`src/rtl/dmux16_stream_pkg.sv`:
```
// dmux16_stream_pkg: shared sizes, lane types and the lane-select decode helper
package dmux16_stream_pkg;
  localparam int WIDTH = 16;
  localparam int LANES = 4;
  localparam int SEL_W = $clog2(LANES);
  typedef logic [SEL_W-1:0] lane_idx_t;
  typedef logic [WIDTH-1:0] word_t;
  // One-hot lane mask for a word; a broadcast targets every lane at once.
  function automatic logic [LANES-1:0] lane_onehot(lane_idx_t sel, logic bcast);
    return bcast ? '1 : LANES'(1) << sel;
  endfunction
endpackage

```
`src/rtl/dmux16_stream_if.sv`:
```
// dmux16_stream_if: input stream plus per-lane output streams of the demux
interface dmux16_stream_if;
  import dmux16_stream_pkg::*;
  word_t              in_data;
  logic               in_valid;
  logic               in_ready;
  lane_idx_t          sel;
  logic               bcast;
  logic [LANES*WIDTH-1:0] out_data;
  logic [LANES-1:0]   out_valid;
  logic [LANES-1:0]   out_ready;
  modport master (
    output in_data, in_valid, sel, bcast, out_ready,
    input  in_ready, out_data, out_valid
  );
  modport slave (
    input  in_data, in_valid, sel, bcast, out_ready,
    output in_ready, out_data, out_valid
  );
endinterface

```
`src/rtl/dmux16_stream_lane.sv`:
```
// dmux16_stream_lane: one-entry holding register for a single output lane
module dmux16_stream_lane
  import dmux16_stream_pkg::*;
(
  input  logic  i_clk,
  input  logic  i_rst_n,
  input  logic  i_load,
  input  word_t i_load_data,
  input  logic  i_out_ready,
  output word_t o_data,
  output logic  o_valid,
  output logic  o_free
);
  word_t r_data;
  logic  r_valid;
  assign o_data  = r_data;
  assign o_valid = r_valid;
  assign o_free  = !r_valid | i_out_ready;
  // Load wins over drain so a same-cycle drain and refill keeps the lane valid;
  // a drained word leaves its data in place.
  always_ff @(posedge i_clk or negedge i_rst_n) begin
    if (!i_rst_n) begin
      r_data  <= '0;
      r_valid <= 1'b0;
    end else if (i_load) begin
      r_data  <= i_load_data;
      r_valid <= 1'b1;
    end else if (i_out_ready) begin
      r_valid <= 1'b0;
    end
  end
endmodule

```
`src/rtl/dmux16_stream.sv`:
```
// dmux16_stream: registered 16-bit stream demux steering one input into LANES lanes
module dmux16_stream
  import dmux16_stream_pkg::*;
(
  input  logic             i_clk,
  input  logic             i_rst_n,
  dmux16_stream_if.slave   bus,
  output logic             o_proto_err
);
  logic [LANES-1:0] w_dec;
  logic [LANES-1:0] w_free;
  logic [LANES-1:0] w_load;
  logic [LANES-1:0] w_valid;
  word_t            w_data [LANES];
  logic             w_accept;
  logic             w_viol;
  logic             r_pend;
  lane_idx_t        r_sel;
  logic             r_bcast;
  word_t            r_data;
  logic             r_err;
  assign w_dec        = lane_onehot(bus.sel, bus.bcast);
  // Every targeted lane must be free; untargeted lanes are masked out.
  assign bus.in_ready = &(w_free | ~w_dec);
  assign w_accept     = bus.in_valid & bus.in_ready;
  assign w_load       = w_dec & {LANES{w_accept}};
  assign bus.out_valid = w_valid;
  generate
    for (genvar i = 0; i < LANES; i++) begin : g_lane
      dmux16_stream_lane u_lane (
        .i_clk       (i_clk),
        .i_rst_n     (i_rst_n),
        .i_load      (w_load[i]),
        .i_load_data (bus.in_data),
        .i_out_ready (bus.out_ready[i]),
        .o_data      (w_data[i]),
        .o_valid     (w_valid[i]),
        .o_free      (w_free[i])
      );
      assign bus.out_data[i*WIDTH +: WIDTH] = w_data[i];
    end
  endgenerate
  // A word stalled last cycle must reappear unchanged until it is accepted.
  assign w_viol = r_pend & (!bus.in_valid | (bus.sel != r_sel) |
                            (bus.bcast != r_bcast) | (bus.in_data != r_data));
  assign o_proto_err = r_err;
  // Snapshot of a stalled input and the sticky protocol-error flag.
  always_ff @(posedge i_clk or negedge i_rst_n) begin
    if (!i_rst_n) begin
      r_pend  <= 1'b0;
      r_sel   <= '0;
      r_bcast <= 1'b0;
      r_data  <= '0;
      r_err   <= 1'b0;
    end else begin
      r_pend  <= bus.in_valid & !bus.in_ready;
      r_sel   <= bus.sel;
      r_bcast <= bus.bcast;
      r_data  <= bus.in_data;
      r_err   <= r_err | w_viol;
    end
  end
endmodule

```
`src/flat_wrapper.sv`:
```
// flat-port wrapper written by rule: the top's interface ports become plain ports
module dmux16_stream_flat import dmux16_stream_pkg::*;
  (i_clk, i_rst_n, o_proto_err, bus_in_data, bus_in_valid, bus_sel, bus_bcast, bus_out_ready, bus_in_ready, bus_out_data, bus_out_valid);
  dmux16_stream_if bus_i ();
  input  logic i_clk;
  input  logic i_rst_n;
  output logic o_proto_err;
  input wire logic [$bits(bus_i.in_data)-1:0] bus_in_data;
  input wire logic [$bits(bus_i.in_valid)-1:0] bus_in_valid;
  input wire logic [$bits(bus_i.sel)-1:0] bus_sel;
  input wire logic [$bits(bus_i.bcast)-1:0] bus_bcast;
  input wire logic [$bits(bus_i.out_ready)-1:0] bus_out_ready;
  output wire logic [$bits(bus_i.in_ready)-1:0] bus_in_ready;
  output wire logic [$bits(bus_i.out_data)-1:0] bus_out_data;
  output wire logic [$bits(bus_i.out_valid)-1:0] bus_out_valid;
  assign bus_i.in_data = bus_in_data;
  assign bus_i.in_valid = bus_in_valid;
  assign bus_i.sel = bus_sel;
  assign bus_i.bcast = bus_bcast;
  assign bus_i.out_ready = bus_out_ready;
  assign bus_in_ready = bus_i.in_ready;
  assign bus_out_data = bus_i.out_data;
  assign bus_out_valid = bus_i.out_valid;
  dmux16_stream u_core (.i_clk(i_clk), .i_rst_n(i_rst_n), .bus(bus_i), .o_proto_err(o_proto_err));
endmodule
```
`config.mk`:
```
export PLATFORM = sky130hd
export DESIGN_NAME = dmux16_stream_flat
export DESIGN_NICKNAME = d
export VERILOG_FILES = /design/src/rtl/dmux16_stream_pkg.sv /design/src/rtl/dmux16_stream_if.sv /design/src/rtl/dmux16_stream_lane.sv /design/src/rtl/dmux16_stream.sv /design/src/flat_wrapper.sv
export SDC_FILE = /design/constraint.sdc
export NUM_CORES = 1
export LEC_CHECK = 0
export BUFFER_PORTS_ARGS = -buffer_cell sky130_fd_sc_hd__buf_4
export CAP_MARGIN = 20
export CORE_MARGIN = 5
export CORE_UTILIZATION = 47
export DETAILED_ROUTE_END_ITERATION = 10
export GPL_TIMING_DRIVEN = 0
export PLACE_DENSITY = 0.75
export SLEW_MARGIN = 25
export SYNTH_ARGS = -nofsm -noshare
export SYNTH_HDL_FRONTEND = slang
export SYNTH_SLANG_ARGS = --single-unit
```
`constraint.sdc`:
```
create_clock -name i_clk -period 1.6 [get_ports i_clk]
set_input_delay 0.08 -clock i_clk [delete_from_list [all_inputs] [get_ports i_clk]]
set_output_delay 0.08 -clock i_clk [all_outputs]
set_load 0.01 [all_outputs]
```
Word-level counts from Yosys, hierarchy flattened
Index checks and enable logic that the tools add are counted.
Cells by class
  $add $sub $neg: 0
  $mul: 0
  div/mod/pow operators: 0
  order comparisons: 0
  eq/ne operators: 3
  shift operators: 1
  mux-type cells: 9
  bitwise gates (word level): 14
  reductions and logical operators: 11
Operators by type and width (number)
  $ne A16 B16 Y1: 1
  $mux W1: 8
  $or A1 B1 Y1: 8
  $reduce_bool A2 Y1: 4
  $logic_not A1 Y1: 6
  $and A4 B4 Y4: 1
  $mux W4: 1
  $not A4 Y4: 1
  $or A4 B4 Y4: 1
  $reduce_and A4 Y1: 1
  $shl A1 B2 Y4 const A: 1
  $and A1 B1 Y1: 3
  $ne A2 B2 Y1: 1
  $ne A1 B1 Y1: 1
Word-level totals
  register bits after elaboration: 89
  latch bits: 0
  bits in writable memories: 0
  ROM bits: 0
  input port bits: 26
  output and inout port bits: 70
  logic and storage cells: 51
  memories: 0

Logic depth before layout (Yosys ltp)
Gate-level depths: netlist of the first run.
  depth after elaboration: 8
  gate-level depth with buffers: 7
  mapped depth without buffers: 5

Hierarchy
From an unflattened synthesis of the first run, not the netlist that was laid out.
Second synthesis, totals
  cells, all modules: 219
  area, all modules: 3607.2 um2
By module, submodules not included
  dmux16_stream_lane: instances 4, cells an instance 37, area an instance 683.2 um2, sequential area each 425.4 um2
  dmux16_stream: instances 1, cells an instance 71, area an instance 874.6 um2, sequential area each 525.5 um2

Least setup slack after synthesis of the first run
Ideal clock, no wire load.
  path type: reg2reg
  start point: reg u_core.g_lane[0].u_lane.r_valid
  end point: reg u_core.g_lane[3].u_lane.r_data[10]
  library setup time: 125 ps
  arrival: 1621 ps
  data required time: 1475 ps
  setup slack: -146 ps
  stages on the path, launching flop included: 6
  buffers on the path: 1
  clock period less this slack: 1746 ps
  cells stage by stage: dfrtp_1 > nand3b_1 > o221ai_4 > nor4b_4 > buf_6 > mux2_2
On the way
  word-level cells in the longest chain between the ends: 6
Ends and longest elaborated chain
  from (decl): RTL line dmux16_stream_lane.sv:15  | logic r_valid;
  from (signal assigned): RTL line dmux16_stream_lane.sv:24  | r_valid <= 1'b0;
  from (signal assigned): RTL line dmux16_stream_lane.sv:27  | r_valid <= 1'b1;
  from (signal assigned): RTL line dmux16_stream_lane.sv:29  | r_valid <= 1'b0;
  $logic_not A1 Y1: RTL line dmux16_stream_lane.sv:18  | assign o_free = !r_valid | i_out_ready;
  $or A1 B1 Y1: RTL line dmux16_stream_lane.sv:18
  $or A4 B4 Y4: RTL line dmux16_stream.sv:24  | assign bus.in_ready = &(w_free | ~w_dec);
  $reduce_and A4 Y1: RTL line dmux16_stream.sv:24
  $and A1 B1 Y1: RTL line dmux16_stream.sv:25  | assign w_accept = bus.in_valid & bus.in_ready;
  $and A4 B4 Y4: RTL line dmux16_stream.sv:26  | assign w_load = w_dec & {LANES{w_accept}};
  to (signal assigned): RTL line dmux16_stream_lane.sv:26  | r_data <= i_load_data;
  to (decl): RTL line dmux16_stream_lane.sv:14  | word_t r_data;
No other way between the ends.
A chain may end at the register's enable or synchronous reset.

Worst setup path after layout of the first run
  start point: reg u_core.g_lane[0].u_lane.r_valid
  end point: reg u_core.g_lane[0].u_lane.r_data[11]
On the way
  word-level cells in the longest chain between the ends: 6
Ends and longest elaborated chain (RTL line)
  $logic_not A1 Y1: dmux16_stream_lane.sv:18
  $or A1 B1 Y1: dmux16_stream_lane.sv:18
  $or A4 B4 Y4: dmux16_stream.sv:24
  $reduce_and A4 Y1: dmux16_stream.sv:24
  $and A1 B1 Y1: dmux16_stream.sv:25
  $and A4 B4 Y4: dmux16_stream.sv:26
  to (signal assigned): dmux16_stream_lane.sv:26
  to (decl): dmux16_stream_lane.sv:14
No other way between the ends.

==> results of run 1 <==
==> critical path, cell delays in order, from the launching register on <==
cell and delay (ps):
dfrtp_1 400, nand3b_1 150, o221ai_4 180, or3_1 400, buf_6 170, buf_12 140, mux2_4 290
==> final cells by class <==
type	instances	area [um2]	area share, %
multi-input combinational	114	1390	26.5
inverter	5	18.8	0.359
clock inverter	7	52.6	1.01
buffer	9	106	2.04
clock buffer	9	124	2.37
tap	99	124	2.37
timing repair buffer	139	1180	22.7
sequential	89	2230	42.6
==> power by group <==
| part | switching [mW] | total (mW) | internal [mW] |
|---|---|---|---|
| sequential | 0.313 | 3.10 | 2.79 |
| combinational | 0.981 | 2.60 | 1.62 |
| clock | 0.787 | 1.36 | 0.578 |
==> worst max-delay path by stage <==
| stage | slack [ps] | endpoint | startpoint | depth (start not counted) |
|---|---|---|---|---|
| 2_1_floorplan | -140 | u_core.g_lane[3].u_lane.o_data[10] | u_core.g_lane[0].u_lane.o_valid | 5 |
| 3_3_place_gp | -570 | u_core.g_lane[3].u_lane.o_data[12] | bus_bcast | 7 |
| 3_5_place_dp | -600 | u_core.g_lane[3].u_lane.o_data[9] | bus_sel[1] | 6 |
| 4_1_cts | -150 | u_core.g_lane[2].u_lane.o_data[11] | u_core.g_lane[0].u_lane.o_valid | 6 |
| 5_1_grt | -280 | u_core.g_lane[0].u_lane.o_data[6] | u_core.g_lane[0].u_lane.o_valid | 6 |
| 6_report | -240 | u_core.g_lane[0].u_lane.o_data[11] | u_core.g_lane[0].u_lane.o_valid | 6 |
==> per-layer routing <==
layer  track usage [%]  vias up  wire, um
met5                 0        -         0
li1                  -     1054         -
met2              30.6       57      4350
met1              25.0     1195      3700
met4              7.36        0       139
met3              3.49       10       362
==> logic make-up after synthesis <==
family,synth area share [%]
AND/OR/NAND/NOR,4.52
AO/OA/AOI/OAI,2.85
multiplexers,21.5
flip-flops,63.3
buffers and inverters,3.13
XOR/XNOR,4.73
==> state kept, by name, summed over array words and instances, names as in the netlist <==
register / cells
u_core.r_data: 16
u_core.r_sel: 2
u_core.r_pend: 1
u_core.g_lane.u_lane.o_valid: 4
u_core.r_bcast: 1
u_core.g_lane.u_lane.o_data: 64
u_core.o_proto_err: 1
==> metrics by stage <==
step / instances / setup slack, ps / utilization (%) / power (mW)
floorplan: 217 / -145 / - / 4.10
global placement: 411 / -569 / 60.1 / 5.19
detailed placement: 411 / -598 / 60.2 / 5.25
CTS: 464 / -145 / 68.9 / 6.89
global route: 471 / -285 / 72.0 / 7.46
finish: 471 / -236 / 72.0 / 7.07
==> cell usage after synthesis (3+ instances only) <==
cell     number  area share (%)
mux2_2       54              17
nand4_1       4            0.71
inv_1         4            0.43
mux2_4        9             3.8
nand2_1       4            0.43
buf_4         5             1.1
buf_6         3            0.96
dfrtp_1      89              63
xnor2_1      17             4.2
==> what timing repair did <==
action,CTS,global route
cloned,3,1
setup endpoints to repair,66,68
pin swaps,4,6
endpoints found under the hold margin,119,0
gates resized for setup,32,50
setup buffers,13,8
hold buffers,21,0
==> impl_metrics.env, run 1 <==
export IMPL_clockRootBuffer="clkbuf_8"
export IMPL_timing_rr_start="u_core.g_lane[0].u_lane.o_valid"
export IMPL_fillers=485
export IMPL_die_w_um=96.5
export IMPL_hp_start="bus_out_ready[3]"
export IMPL_synth_net_count=243
export IMPL_cts_tree="yes"
export IMPL_first_global_vias=2466
export IMPL_hp_class="in2reg"
export IMPL_avgSynthCellArea_um2=16.2
export IMPL_synth_edf_count=0
export IMPL_synthCells=217
export IMPL_drt_iter0_drc=61
export IMPL_setup_viol=65
export IMPL_drtAntennaViolNets=0
export IMPL_grt_max_degree=90
export IMPL_critPathArrivalTime_ps=2060
export IMPL_p_leak_nw=2.50
export IMPL_routed_wl_mm=8.56
export IMPL_placed_area_um2=4360
export IMPL_synth_area_um2=3520
export IMPL_io_buffers=95
export IMPL_row_count=31
export IMPL_run_status="finished, violations left"
export IMPL_rsz0062_at_grt="true"
export IMPL_yosys_warnings=0
export IMPL_synth_main_ff_cell="dfrtp_1"
export IMPL_cts_sinks=89
export IMPL_die_h_um=96.5
export IMPL_nets=393
export IMPL_num_io_pins=96
export IMPL_cp_max_fo=5
export IMPL_clock_path_buffers=2
export IMPL_min_period_ps=1840
export IMPL_hpwl_mm=5.10
export IMPL_cp_required_ps=1830
export IMPL_antenna_found_initial=0
export IMPL_clock_skew_ps=10.5
export IMPL_syn_to_final_growth_pct=48.5
export IMPL_routedWlPerCell_um=18.2
export IMPL_drt_pass1_iterations=4
export IMPL_diodes=0
export IMPL_relSlewSlack_pct=47.9
export IMPL_finalCritPeriodShare_pct=115
export IMPL_routabilityCongestion=0.843
export IMPL_setup_slack_ps=-236
export IMPL_min_to="u_core.g_lane[3].u_lane.o_valid"
export IMPL_hold_viol=0
export IMPL_core_um2=7250
export IMPL_min_path_cells=3
export IMPL_dieArea_um2=9310
export IMPL_r2r_end="u_core.g_lane[0].u_lane.o_data[11]"
export IMPL_synth_seq_cells=89
export IMPL_final_cell_mix="107 x buf_4, 89 x dfrtp_1, 57 x mux2_4, 21 x dlygate4sd3_1, 17 x xnor2_1"
export IMPL_failed_checks="setup timing"
export IMPL_drive_above_1_share_pct=59.1
export IMPL_p_per_area_nw_per_um2=1350
export IMPL_worstRegToRegCells=6
export IMPL_fin_area_um2=5220
export IMPL_grt_pass1_wl_mm=13.0
export IMPL_drcViolationCount=0
export IMPL_max_freq_mhz=545
export IMPL_cts_htree_levels=3
export IMPL_grt_overflow=0
export IMPL_viasPerCell=4.92
export IMPL_grt_usage_pct=18.8
export IMPL_critical_path_class="reg2reg"
export IMPL_final_common_cell="buf_4"
export IMPL_hold_worst_slack_ps=36.1
export IMPL_clk_latency_ps=350
export IMPL_seq_area_frac_synth_pct=63.3
export IMPL_async_flop_share_pct=100
export IMPL_yosys_cell_types_count=31
export IMPL_regToRegSetupSlack_ps=-240
export IMPL_maxCapViolCount=0
export IMPL_vdd_ir_drop_max_mv=0.860
export IMPL_cp_end_kind="register"
export IMPL_start_util_pct=48.5
export IMPL_cts_buffers=9
export IMPL_tightestPinTransition_ps=782
export IMPL_start_kind="register"
export IMPL_tns_ps=-9150
export IMPL_maxSlewViolCount=0
export IMPL_clk_pin_slew_ps=90
export IMPL_via_count=2316
Power figures use the tool's default switching activity.
==> inputs of run 2 (changes only) <==
PLACE_DENSITY = 0.74   (was 0.75)
SYNTH_HIERARCHICAL = 1   (was default)
==> impl_metrics.env, run 2 <==
export IMPL_critPathArrivalTime_ps=2270
export IMPL_worstPathCellList="nand2b_1, a21oi_1, a2bb2oi_2, or3b_4, nor2_4, buf_6, clkbuf_16, mux2_4"
export IMPL_seqPwrFrac_pct=43.4
export IMPL_drcViolationCount=0
export IMPL_die_h_um=97.6
export IMPL_yosys_cell_types_count=23
export IMPL_synthCells=219
export IMPL_grt_overflow=0
export IMPL_grt_pass1_wl_mm=12.9
export IMPL_critPathLaunch="u_core/g_lane[2].u_lane/o_valid"
export IMPL_max_freq_mhz=491
export IMPL_synth_area_um2=3610
export IMPL_vdd_ir_drop_max_mv=0.727
export IMPL_routabilityCongestion=0.750
export IMPL_routed_wl_mm=8.08
export IMPL_relSlewSlack_pct=47.8
export IMPL_multi_input_area_um2=1320
export IMPL_cp_max_fo=5
export IMPL_clockRootBuffer="clkbuf_8"
export IMPL_cp_end_kind="register"
export IMPL_setup_slack_ps=-438
export IMPL_ys_top_cells_by_area="dfrtp_1 62%, mux2_4 15%, mux2_2 8.7%"
export IMPL_synth_seq_cells=89
export IMPL_core_um2=7610
export IMPL_ys_top_cells_by_count="89 x dfrtp_1, 36 x mux2_4, 28 x mux2_2"
export IMPL_fillers=533
export IMPL_seq_area_frac_synth_pct=61.7
export IMPL_clock_path_buffers=2
export IMPL_switching_share_pct=28.0
export IMPL_hp_start="bus_in_valid"
export IMPL_die_w_um=97.6
export IMPL_power_frac_comb_pct=34.8
export IMPL_timing_rr_start="u_core/g_lane[2].u_lane/o_valid"
export IMPL_seqCellArea_um2=2230
export IMPL_synth_net_count=245
export IMPL_dieArea_um2=9530
export IMPL_rsz0062_at_grt="true"
export IMPL_failed_checks="setup timing"
export IMPL_first_global_vias=2476
export IMPL_power_switching_mw=2.01
export IMPL_via_count=2196
export IMPL_maxCapViolCount=0
export IMPL_clk_latency_ps=340
export IMPL_cts_buffers=9
export IMPL_grt_usage_pct=17.0
export IMPL_largest_reg_flops=64
export IMPL_final_cell_mix="100 x buf_4, 89 x dfrtp_1, 50 x mux2_4, 20 x dlygate4sd3_1, 16 x xnor2_1"
export IMPL_cp_required_ps=1830
export IMPL_start_util_pct=47.4
export IMPL_maxSlewViolCount=0
export IMPL_p_clk_share_pct=21.7
export IMPL_async_flop_share_pct=100
export IMPL_row_count=32
export IMPL_antenna_found_initial=0
export IMPL_critical_path_class="reg2reg"
export IMPL_tightestPinTransition_ps=783
export IMPL_viasPerCell=4.71
export IMPL_synth_most_common_cell="dfrtp_1"
export IMPL_grt_max_degree=90
export IMPL_avgSynthCellArea_um2=16.5
export IMPL_synth_largest_area_cell="dfrtp_1"
export IMPL_clock_skew_ps=12.8
export IMPL_routedWlPerCell_um=17.3
export IMPL_p_int_mw=5.16
export IMPL_drt_iter0_drc=51
export IMPL_drive_above_1_share_pct=57.1
export IMPL_hp_class="in2reg"
export IMPL_nets=386
export IMPL_final_common_cell="buf_4"
export IMPL_p_leak_nw=2.42
export IMPL_finalCritPeriodShare_pct=127
export IMPL_synth_edf_count=0
export IMPL_start_kind="register"
export IMPL_yosys_warnings=6
export IMPL_run_status="finished, violations left"
export IMPL_cpMaxStageDelayCell="or3b_4"
export IMPL_totalPowerFinal_mw=7.17
export IMPL_synth_main_ff_cell="dfrtp_1"
export IMPL_min_period_ps=2040
export IMPL_critPathMaxStageDelay_ps=450
export IMPL_drt_pass1_iterations=3
export IMPL_hpwl_mm=5.09
export IMPL_drtAntennaViolNets=0
export IMPL_clk_pin_slew_ps=90
export IMPL_setup_viol=68
export IMPL_io_buffers=95
export IMPL_syn_to_final_growth_pct=43.0
export IMPL_synth_top_area_share_pct=61.7
export IMPL_cts_sinks=89
export IMPL_p_per_area_nw_per_um2=1390
export IMPL_cts_htree_levels=3
export IMPL_cts_tree="yes"
export IMPL_num_io_pins=96
export IMPL_tns_ps=-26640
export IMPL_diodes=0
export IMPL_hold_viol=0
run 2: cell count changes in the layout (fill, tap and decap cells not counted), sizes merged, moves of 3 or more:
| cell | delta |
|---|---|
| nor2 | +3 |
| nand2 | -3 |
| buf | -9 |
| nand2b | +8 |
| clkinv | -3 |
| clkbuf | +4 |
| inv | -5 |
run 2: logic make-up (layout without fill, tap and decap cells):
logic type             count (synthesis)  after routing  synth area share (%)
XOR/XNOR                              19             19                  4.61
multiplexers                          65             65                  24.0
AO/OA/AOI/OAI                          9              9                  1.63
AND/OR/NAND/NOR                       24             24                  3.78
buffers and inverters                 13            158                  4.23
flip-flops                            89             89                  61.7
run 2: cell type report:
cell class | count | area share (%)
clock buffers | 11 | 2.93
flip-flops and latches | 89 | 43.2
repair buffers | 130 | 21.8
inverters | 3 | 0.218
multi-input cells | 117 | 25.6
well taps | 102 | 2.47
plain buffers | 10 | 2.74
clock inverters | 4 | 1.02
run 2: final timing paths:
| check | endpoint | slack (ps) | cells after the start |
|---|---|---|---|
| worst min-delay path | u_core/r_pend | 10 | 3 |
| worst max register to register | u_core/g_lane[3].u_lane/o_data[11] | -440 | 8 |
| worst max-delay path | u_core/g_lane[3].u_lane/o_data[11] | -440 | 8 |
| worst min register to register | u_core/g_lane[1].u_lane/o_data[13] | 510 | 1 |
| min in group asynchronous | u_core/g_lane[2].u_lane/o_data[2] | 360 | 2 |
| max in group asynchronous | u_core/g_lane[3].u_lane/o_data[8] | 710 | 2 |
run 2: metrics by stage:
stage / hold slack, ps / setup slack [ps] / area (um2) / instances / utilization (%)
2_1_floorplan: -216 / -324 / 3620 / 219 / -
3_3_place_gp: 206 / -415 / 4460 / 416 / 58.6
3_5_place_dp: 201 / -459 / 4460 / 416 / 58.7
4_1_cts: 7.29 / -421 / 5010 / 459 / 65.8
5_1_grt: 5.51 / -511 / 5160 / 466 / 67.8
6_report: 14.4 / -438 / 5160 / 466 / 67.8
run 2: what timing repair did:
action | 4_1_cts | 5_1_grt
resized for setup | 8 | 14
setup buffers | 8 | 5
cloned | 0 | 2
setup endpoints to repair | 68 | 69
hold buffers | 20 | 0
pin swaps | 0 | 1
endpoints found under the hold margin | 108 | 0
run 2: power by group through the flow:
stage	clock [mW]	combinational (mW)	sequential, mW
5_1_grt	1.70	2.66	3.19
2_1_floorplan	0	0.897	3.35
3_3_place_gp	0	2.22	3.12
3_5_place_dp	0	2.27	3.14
4_1_cts	1.61	2.42	3.11
6_report	1.56	2.50	3.11
run 2: critical path, delay by kind of cell, from the launching register on:
| kind | cells | cell delay [ps] |
|---|---|---|
| AOI/OAI and AO/OA | 2 | 240 |
| buffers and inverters | 2 | 310 |
| muxes | 1 | 300 |
| DFF | 1 | 390 |
| and+or+nand+nor | 3 | 680 |
run 2: layer usage:
layer	track usage [%]	wire (um)	vias up	share of wire (%)
met1	21.9	3600	1095	45
met4	4.47	52	0	0.64
met5	0	0	-	0
met2	27.9	3940	60	49
li1	-	-	1035	-
met3	5.38	491	6	6.1
==> inputs of run 3 (changes only) <==
CELL_PAD_IN_SITES_DETAIL_PLACEMENT = 1   (was default)
CELL_PAD_IN_SITES_GLOBAL_PLACEMENT = 2   (was default)
CORE_UTILIZATION = 34   (was 47)
CTS_BUF_LIST = sky130_fd_sc_hd__clkbuf_8   (was default)
PLACE_DENSITY = 0.77   (was 0.74)
==> impl_metrics.env, run 3 (synthesis results as in run 2) <==
export IMPL_regToRegSetupSlack_ps=-460
export IMPL_nets=395
export IMPL_drtAntennaViolNets=0
export IMPL_die_h_um=113
export IMPL_worstRegToRegCells=8
export IMPL_drive_above_1_share_pct=58.3
export IMPL_start_kind="register"
export IMPL_cp_end_kind="register"
export IMPL_timing_rr_start="u_core/g_lane[3].u_lane/o_valid"
export IMPL_via_count=2332
export IMPL_tns_ps=-29390
export IMPL_grt_overflow=0
export IMPL_die_w_um=113
export IMPL_clk_latency_ps=360
export IMPL_gr_usage_met2_pct=22.9
export IMPL_viasPerCell=4.57
export IMPL_routabilityCongestion=0.685
export IMPL_hpwl_mm=5.76
export IMPL_cp_required_ps=1840
export IMPL_max_freq_mhz=484
export IMPL_grt_util_met3_pct=4.44
export IMPL_met1_usage_pct=18.2
export IMPL_grt_pass1_wl_mm=14.0
export IMPL_p_leak_nw=2.45
export IMPL_clk_pin_slew_ps=90
export IMPL_hp_start="bus_out_ready[3]"
export IMPL_critPathArrivalTime_ps=2310
export IMPL_setup_slack_ps=-465
export IMPL_cts_buffers=9
export IMPL_p_per_area_nw_per_um2=1350
export IMPL_critical_path_class="reg2reg"
export IMPL_num_io_pins=96
export IMPL_first_global_vias=2538
export IMPL_drt_pass1_iterations=4
export IMPL_cp_max_fo=10
export IMPL_hold_viol=0
export IMPL_dieArea_um2=12800
export IMPL_cts_htree_levels=3
export IMPL_start_util_pct=34.9
export IMPL_antenna_found_initial=0
export IMPL_core_um2=10300
export IMPL_clockRootBuffer="clkbuf_8"
export IMPL_min_to="u_core/g_lane[3].u_lane/o_valid"
export IMPL_hp_class="in2reg"
export IMPL_routedWlPerCell_um=18.3
export IMPL_rsz0062_at_grt="true"
export IMPL_maxSlewViolCount=0
export IMPL_run_status="finished, violations left"
export IMPL_vdd_ir_drop_max_mv=0.579
export IMPL_diodes=0
export IMPL_grt_usage_pct=14.1
export IMPL_final_cell_mix="105 x buf_4, 89 x dfrtp_1, 46 x mux2_4, 22 x dlygate4sd3_1, 18 x mux2_2"
export IMPL_min_path_cells=3
export IMPL_syn_to_final_growth_pct=46.3
export IMPL_row_count=37
export IMPL_routed_wl_mm=9.34
export IMPL_finalCritPeriodShare_pct=129
export IMPL_maxCapViolCount=0
export IMPL_largest_reg_flops=64
export IMPL_failed_checks="setup timing"
export IMPL_min_period_ps=2060
export IMPL_grt_max_degree=90
export IMPL_relSlewSlack_pct=45.5
export IMPL_cts_tree="yes"
export IMPL_clock_path_buffers=2
export IMPL_drt_iter0_drc=90
export IMPL_r2r_end="u_core/g_lane[0].u_lane/o_data[3]"
export IMPL_final_common_cell="buf_4"
export IMPL_io_buffers=95
export IMPL_clock_skew_ps=12.7
export IMPL_cts_sinks=89
export IMPL_tightestPinTransition_ps=817
export IMPL_totalPowerFinal_mw=7.10
export IMPL_setup_viol=68
export IMPL_final_core_util_pct=51.1
export IMPL_drcViolationCount=0
export IMPL_top_usage_layer="met2"
==> run 3: worst max path at each step <==
stage	slack [ps]	endpoint	startpoint	cells after the start
floorplan	-320	u_core/g_lane[0].u_lane/o_data[10]	u_core/g_lane[1].u_lane/o_valid	8
global placement	-440	u_core/g_lane[2].u_lane/o_data[8]	u_core/g_lane[3].u_lane/o_valid	8
detailed placement	-470	u_core/g_lane[2].u_lane/o_data[6]	u_core/g_lane[1].u_lane/o_valid	8
CTS	-440	u_core/g_lane[1].u_lane/o_data[6]	u_core/g_lane[3].u_lane/o_valid	8
global route	-570	u_core/g_lane[0].u_lane/o_data[3]	u_core/g_lane[3].u_lane/o_valid	8
finish	-460	u_core/g_lane[0].u_lane/o_data[3]	u_core/g_lane[3].u_lane/o_valid	8
==> run 3: what timing repair did <==
| item | CTS | global route |
|---|---|---|
| hold endpoints to repair | 137 | 1 |
| resized for setup | 9 | 12 |
| pin swaps | 0 | 1 |
| hold buffers | 21 | 1 |
| buffers inserted | 16 | 3 |
| setup endpoints to repair | 69 | 69 |
| gates cloned | 0 | 3 |
==> run 3: area by class of cell <==
class,count,area (um2)
fill,1034,5050
sequential,89,2230
multi-input combinational,117,1320
timing repair buffer,139,1230
tap,136,170
buffer,10,145
clock buffer,9,124
clock inverter,7,55.1
inverter,3,11.3
==> run 3: per-stage QoR <==
stage	setup WS, ps	instances	area [um2]	hold slack, ps
final	-465	510	5280	53.0
after global routing	-569	510	5280	49.2
after CTS	-443	503	5110	10.5
after detailed placement	-473	450	4500	208
after global placement	-442	450	4500	206
after floorplan	-324	219	3620	-216
==> run 3: worst max-delay path: stages (launching register included) <==
cell	delay (ps)
dfrtp_1	390
nand2b_1	130
nand2_1	90
a22oi_2	170
or3b_4	450
nor2_2	110
buf_6	150
buf_12	160
mux2_4	300
==> run 3: layer usage <==
metal	share of wire, %	vias to the layer above
met1	43	1202
met3	6.1	8
met2	50	71
li1	-	1051
met4	0.77	0
met5	0	-
==> run 3: power breakdown <==
group	switching (mW)	total [mW]	internal, mW
combinational	0.950	2.55	1.60
sequential	0.332	3.12	2.79
clock	0.848	1.42	0.574
